===== config.mk =====
export PLATFORM = sky130hd
export DESIGN_NAME = mem_port_arbiter_flat
export DESIGN_NICKNAME = d
export VERILOG_FILES = /design/src/rtl/mem_port_arbiter_if.sv /design/src/rtl/mem_port_arbiter.sv /design/src/flat_wrapper.sv
export SDC_FILE = /design/constraint.sdc
export NUM_CORES = 1
export LEC_CHECK = 0
export ABC_AREA = 1
export CORE_MARGIN = 2
export CORE_UTILIZATION = 36
export CTS_CLUSTER_DIAMETER = 30
export DETAILED_ROUTE_END_ITERATION = 12
export MAX_ROUTING_LAYER = met4
export PLACE_DENSITY = 0.92
export SLEW_MARGIN = 20
export SYNTH_ARGS = -nofsm -noshare
export SYNTH_HDL_FRONTEND = slang
export SYNTH_SLANG_ARGS = --single-unit

===== constraint.sdc =====
create_clock -name clk -period 2.2 [get_ports clk]
set_input_delay 0.44 -clock clk [delete_from_list [all_inputs] [get_ports clk]]
set_output_delay 0.44 -clock clk [all_outputs]
set_load 0.005 [all_outputs]

===== src/rtl/mem_port_arbiter_if.sv =====
// mem_port_arbiter_if: fetch/load-store requester ports and shared memory port bundle
interface mem_port_arbiter_if #(
  parameter int AWIDTH = 12,
  parameter int DWIDTH = 32
);
  logic              i_req;
  logic [AWIDTH-1:0] i_addr;
  logic              i_ack;
  logic              i_rvalid;
  logic              d_req;
  logic [DWIDTH/8-1:0] d_we;
  logic [AWIDTH-1:0] d_addr;
  logic [DWIDTH-1:0] d_wdata;
  logic              d_ack;
  logic              d_rvalid;
  logic [DWIDTH-1:0] rdata;
  logic              mem_en;
  logic [DWIDTH/8-1:0] mem_we;
  logic [AWIDTH-1:0] mem_addr;
  logic [DWIDTH-1:0] mem_din;
  logic [DWIDTH-1:0] mem_dout;
  modport master (
    output i_req, i_addr, d_req, d_we, d_addr, d_wdata, mem_dout,
    input  i_ack, i_rvalid, d_ack, d_rvalid, rdata, mem_en, mem_we, mem_addr, mem_din
  );
  modport slave (
    input  i_req, i_addr, d_req, d_we, d_addr, d_wdata, mem_dout,
    output i_ack, i_rvalid, d_ack, d_rvalid, rdata, mem_en, mem_we, mem_addr, mem_din
  );
endinterface


===== src/rtl/mem_port_arbiter.sv =====
// mem_port_arbiter: shares one 1-cycle-latency memory between fetch (I) and load/store (D) ports
module mem_port_arbiter #(
  parameter int AWIDTH       = 12,
  parameter int DWIDTH       = 32,
  parameter int STARVE_LIMIT = 3
) (
  input  logic        clk,
  input  logic        rst,
  mem_port_arbiter_if.slave bus,
  input  logic        clr_cnt,
  output logic [31:0] conflict_cnt
);
  typedef enum logic [1:0] {OWN_NONE, OWN_I, OWN_D} owner_t;
  owner_t      owner;
  logic [3:0]  starve_cnt;
  logic [31:0] cnt_q;
  logic        i_win;
  logic        both;
  // D normally wins a conflict; I takes over once it has been starved long enough
  assign both   = bus.i_req & bus.d_req;
  assign i_win  = bus.i_req & (~bus.d_req | (starve_cnt >= 4'(STARVE_LIMIT)));
  assign bus.i_ack = rst & i_win;
  assign bus.d_ack = rst & bus.d_req & ~i_win;
  assign bus.i_rvalid = owner == OWN_I;
  assign bus.d_rvalid = owner == OWN_D;
  assign bus.rdata    = bus.mem_dout;
  assign conflict_cnt = cnt_q;
  always_comb begin
    bus.mem_en   = bus.i_ack | bus.d_ack;
    bus.mem_we   = bus.d_ack ? bus.d_we : '0;
    bus.mem_din  = bus.d_ack ? bus.d_wdata : '0;
    bus.mem_addr = bus.d_ack ? bus.d_addr : bus.i_ack ? bus.i_addr : '0;
  end
  always_ff @(posedge clk or negedge rst) begin
    if (!rst) begin
      owner      <= OWN_NONE;
      starve_cnt <= '0;
      cnt_q      <= '0;
    end else begin
      owner      <= bus.i_ack ? OWN_I : (bus.d_ack && bus.d_we == '0) ? OWN_D : OWN_NONE;
      starve_cnt <= (!bus.i_req || bus.i_ack) ? 4'd0 : (starve_cnt == 4'hF) ? starve_cnt : starve_cnt + 4'd1;
      cnt_q      <= clr_cnt ? 32'd0 : (both && cnt_q != '1) ? cnt_q + 32'd1 : cnt_q;
    end
  end
endmodule

===== src/flat_wrapper.sv =====
// flat-port wrapper written by rule: the top's interface ports become plain ports
module mem_port_arbiter_flat 
#(
  parameter int AWIDTH       = 12,
  parameter int DWIDTH       = 32,
  parameter int STARVE_LIMIT = 3
)
  (clk, rst, clr_cnt, conflict_cnt, bus_i_req, bus_i_addr, bus_d_req, bus_d_we, bus_d_addr, bus_d_wdata, bus_mem_dout, bus_i_ack, bus_i_rvalid, bus_d_ack, bus_d_rvalid, bus_rdata, bus_mem_en, bus_mem_we, bus_mem_addr, bus_mem_din);
  mem_port_arbiter_if #(.AWIDTH(AWIDTH), .DWIDTH(DWIDTH)) bus_i ();
  input  logic clk;
  input  logic rst;
  input  logic clr_cnt;
  output logic [31:0] conflict_cnt;
  input wire logic [$bits(bus_i.i_req)-1:0] bus_i_req;
  input wire logic [$bits(bus_i.i_addr)-1:0] bus_i_addr;
  input wire logic [$bits(bus_i.d_req)-1:0] bus_d_req;
  input wire logic [$bits(bus_i.d_we)-1:0] bus_d_we;
  input wire logic [$bits(bus_i.d_addr)-1:0] bus_d_addr;
  input wire logic [$bits(bus_i.d_wdata)-1:0] bus_d_wdata;
  input wire logic [$bits(bus_i.mem_dout)-1:0] bus_mem_dout;
  output wire logic [$bits(bus_i.i_ack)-1:0] bus_i_ack;
  output wire logic [$bits(bus_i.i_rvalid)-1:0] bus_i_rvalid;
  output wire logic [$bits(bus_i.d_ack)-1:0] bus_d_ack;
  output wire logic [$bits(bus_i.d_rvalid)-1:0] bus_d_rvalid;
  output wire logic [$bits(bus_i.rdata)-1:0] bus_rdata;
  output wire logic [$bits(bus_i.mem_en)-1:0] bus_mem_en;
  output wire logic [$bits(bus_i.mem_we)-1:0] bus_mem_we;
  output wire logic [$bits(bus_i.mem_addr)-1:0] bus_mem_addr;
  output wire logic [$bits(bus_i.mem_din)-1:0] bus_mem_din;
  assign bus_i.i_req = bus_i_req;
  assign bus_i.i_addr = bus_i_addr;
  assign bus_i.d_req = bus_d_req;
  assign bus_i.d_we = bus_d_we;
  assign bus_i.d_addr = bus_d_addr;
  assign bus_i.d_wdata = bus_d_wdata;
  assign bus_i.mem_dout = bus_mem_dout;
  assign bus_i_ack = bus_i.i_ack;
  assign bus_i_rvalid = bus_i.i_rvalid;
  assign bus_d_ack = bus_i.d_ack;
  assign bus_d_rvalid = bus_i.d_rvalid;
  assign bus_rdata = bus_i.rdata;
  assign bus_mem_en = bus_i.mem_en;
  assign bus_mem_we = bus_i.mem_we;
  assign bus_mem_addr = bus_i.mem_addr;
  assign bus_mem_din = bus_i.mem_din;
  mem_port_arbiter #(.AWIDTH(AWIDTH), .DWIDTH(DWIDTH), .STARVE_LIMIT(STARVE_LIMIT)) u_core (.clk(clk), .rst(rst), .bus(bus_i), .clr_cnt(clr_cnt), .conflict_cnt(conflict_cnt));
endmodule

==> flow_summary_export.csv <==
group,metric,value,unit
die,start_util,0.365,
sta,max_slew_margin,0.670,
outcome,outcome,"finished with violations",
worst_setup_path,arrival,1900,ps
global_route,track_usage,0.221,
logic_synthesis,synth_area,3140,µm²
route,avgViaCountPerCell,4.86,
route,ant_nets,0,
sta,finalCriticalPeriod,2340,ps
sta,setup_tns,-1430,ps
global_route,grt_pass1_vias,3658,
place,hpwl,7820,µm
route,highest_layer,"met4",
sta,rsz0062_at_grt,"yes",
worst_setup_path,crit_start,"u_core.starve_cnt[0]",
sta,clock_skew,3.79,ps
worst_setup_path,required,1760,ps
sta,worst_slew_pin_slew,495,ps
worst_setup_path,reg2regPathDepth,11,
route,route.met2.wl,5530,µm
cts,cts_buffers,5,
logic_synthesis,synth.avg_cell_area,6.21,µm²
cts,htreeDepth,2,
die,die_w,97.4,µm
place,io_buffers,149,
logic_synthesis,synth_cell_types,27,
place,dp_slack,-399,ps
route,drc,0,
route,route.met3.wl,627,µm
logic_synthesis,synth_seq_area_share,0.303,
die,ios,214,
cts,path_clk_slew,80,ps
global_route,gr-total-overflow,0,
pwr,power_density,347,nW/µm²
cts,cts_tree,"done",
global_route,grt_max_degree,39,
place,placed_area,4560,µm²
logic_synthesis,syn_nets,605,
sta,clock.fmax,0.427,GHz
cts,cts_root_buffer,"clkbuf_8",
die,die_y,97.4,µm
worst_setup_path,reg2reg_from,"u_core.conflict_cnt[1]",
worst_setup_path,crit_fanout,5,
die,core_area,8590,µm²
outcome,violations,"setup timing",
pwr,ir_drop,0.000245,V
worst_setup_path,criticalPathCategory,"register to primary output",
cts,clock_latency,300,ps
global_route,grt_pass1_wl,16900,µm
sta,setup_viol,22,
route,wirelength,10300,µm
sta,hold_viol_final,0,
route,drt_iter0_markers,193,
logic_synthesis,ys_seq_elements,38,
finish,finalNetCount,736,
finish,drive_gt1_frac,0.197,
sta,setup_ws,-141,ps
route,first_pass_iters,6,
finish,antenna_cells,0,
pwr,power_leakage,2.26,nW
cts,cts_hold_buffers,0,
sta,drv_slew,0,
sta,fin_crit_sh,1.06,
route,wl_met1,3990,µm
die,rows,34,
finish,syn_to_final_growth,49.0,%
place,gp_congestion,0.893,
route,via_count,3622,
die,die_area,9490,µm²
worst_setup_path,cp-start-kind,"register",
global_route,antenna_found_initial,0,
finish,final_cell_area,4680,µm²
cts,cts_sinks,38,
worst_setup_path,setup.worst_path.end_class,"primary output",
cts,clock_path_buffers,2,
flow_run,cap_violations,0,
route,avgRoutedWirePerCell,13.8,µm
logic_synthesis,syn-instance-count,506,
min_path,hp-class,"input pin to asynchronous set/reset pin",
logic_synthesis,yosysWarningCount,0,
[report_power, final]
| group | switching [mW] | internal (mW) | total (mW) |
|---|---|---|---|
| registers | 0.00766 | 0.705 | 0.713 |
| clock network | 0.261 | 0.253 | 0.514 |
| logic | 0.177 | 0.218 | 0.396 |
[per-stage QoR]
stage               power (mW)  cells  hold WS (ps)   util
global route              1.70    746           338  0.545
global placement          1.09    732           508  0.531
finish                    1.62    746           289  0.545
CTS                       1.61    743           319  0.538
detailed placement        1.11    732           523  0.531
floorplan                0.889    506           144      -
[logic make-up (layout without fill, tap and decap cells)]
logic type	after synthesis	count (layout)	synth area share
AOI/OAI and AO/OA	40	40	0.0789
xor gates and xnor gates	8	8	0.0223
and+or+nand+nor	292	292	0.392
buffers and inverters	126	258	0.196
adders and majority gates	2	2	0.00797
DFF	38	38	0.303
[state kept, by name, indices dropped and copies added, names as in the netlist]
name,count
u_core.starve_cnt,4
u_core.conflict_cnt,32
u_core.owner,2
[final timing paths]
check	end	slack, ps
min in group clk	u_core.conflict_cnt[1]	530
worst min register to register	u_core.conflict_cnt[1]	530
worst max-delay path	bus_mem_addr[5]	-140
max in group asynchronous	u_core.conflict_cnt[15]	1570
worst min-delay path	u_core.starve_cnt[0]	290
worst max register to register	u_core.conflict_cnt[25]	220
[synthesized netlist by cell type]
master / count / area (µm²)
buf_1: 2 / 7.51
dfrtp_1: 38 / 951
a22o_1: 12 / 105
nor2_2: 3 / 18.8
ha_1: 2 / 25.0
o21ai_1: 9 / 45.0
nor3_1: 2 / 10.0
or2_2: 1 / 6.26
xor2_1: 3 / 26.3
inv_2: 1 / 3.75
nand2_4: 3 / 33.8
nand2_2: 3 / 18.8
clkbuf_1: 6 / 22.5
xnor2_1: 5 / 43.8
a211oi_1: 1 / 7.51
nand4_1: 8 / 50.1
nor2_4: 3 / 33.8
inv_1: 77 / 289
nand2_1: 137 / 514
buf_6: 2 / 22.5
nor2_1: 91 / 342
a21oi_1: 9 / 45.0
o21ai_0: 9 / 45.0
buf_2: 5 / 25.0
buf_4: 32 / 240
clkinv_1: 1 / 3.75
nand3_1: 41 / 205
[critical path, stage by stage, from the launching register on]
cell and delay [ps]:
dfrtp_1 420, ha_4 190, nor2_4 100, nand3_2 100, nand2_2 90, nand3_4 140
inv_4 100, buf_6 90, buf_6 100, a22o_1 150, buf_2 130
[cell usage in the layout, fill, tap and decap left out, types with 2 or more instances in the layout]
cell,n
buf_6,6
clkdlybuf4s15_2,8
xnor2_1,5
inv_1,75
nand2_4,3
nor2_1,66
nand4_1,8
o21ai_0,9
xor2_1,3
a21oi_1,9
nand2_1,135
clkdlybuf4s50_1,97
nand3_4,2
inv_4,2
buf_4,14
clkdlybuf4s15_1,2
nor3_1,2
nor2_2,27
clkbuf_2,2
clkbuf_8,6
nand3_1,38
dfrtp_1,38
nor2_4,4
o21ai_1,9
nand2_2,5
buf_2,40
a22o_1,12
[area by class of cell]
class                           count  area (µm²)
Timing Repair Buffer              171        1510
Sequential cell                    38         951
Clock buffer                        7        86.3
Inverter                           79         302
Clock inverter                      1        5.00
Tap cell                          108         135
Fill cell                         832        3910
Multi-Input combinational cell    342        1690
[repair_timing]
item | 4_1_cts | 5_1_grt
resized for setup | 201 | 39
pin swaps | 3 | 11
cloned | 1 | 1
setup endpoints to repair | 51 | 51
buffers inserted | 2 | 2
[metal layers]
metal | vias to the layer above | track usage
met3 | 17 | 0.0353
met2 | 169 | 0.407
met1 | 1653 | 0.249
met4 | 0 | 0.0577
met5 | - | -
li1 | 1783 | -
No activity file was read; power rests on OpenSTA's default activity.
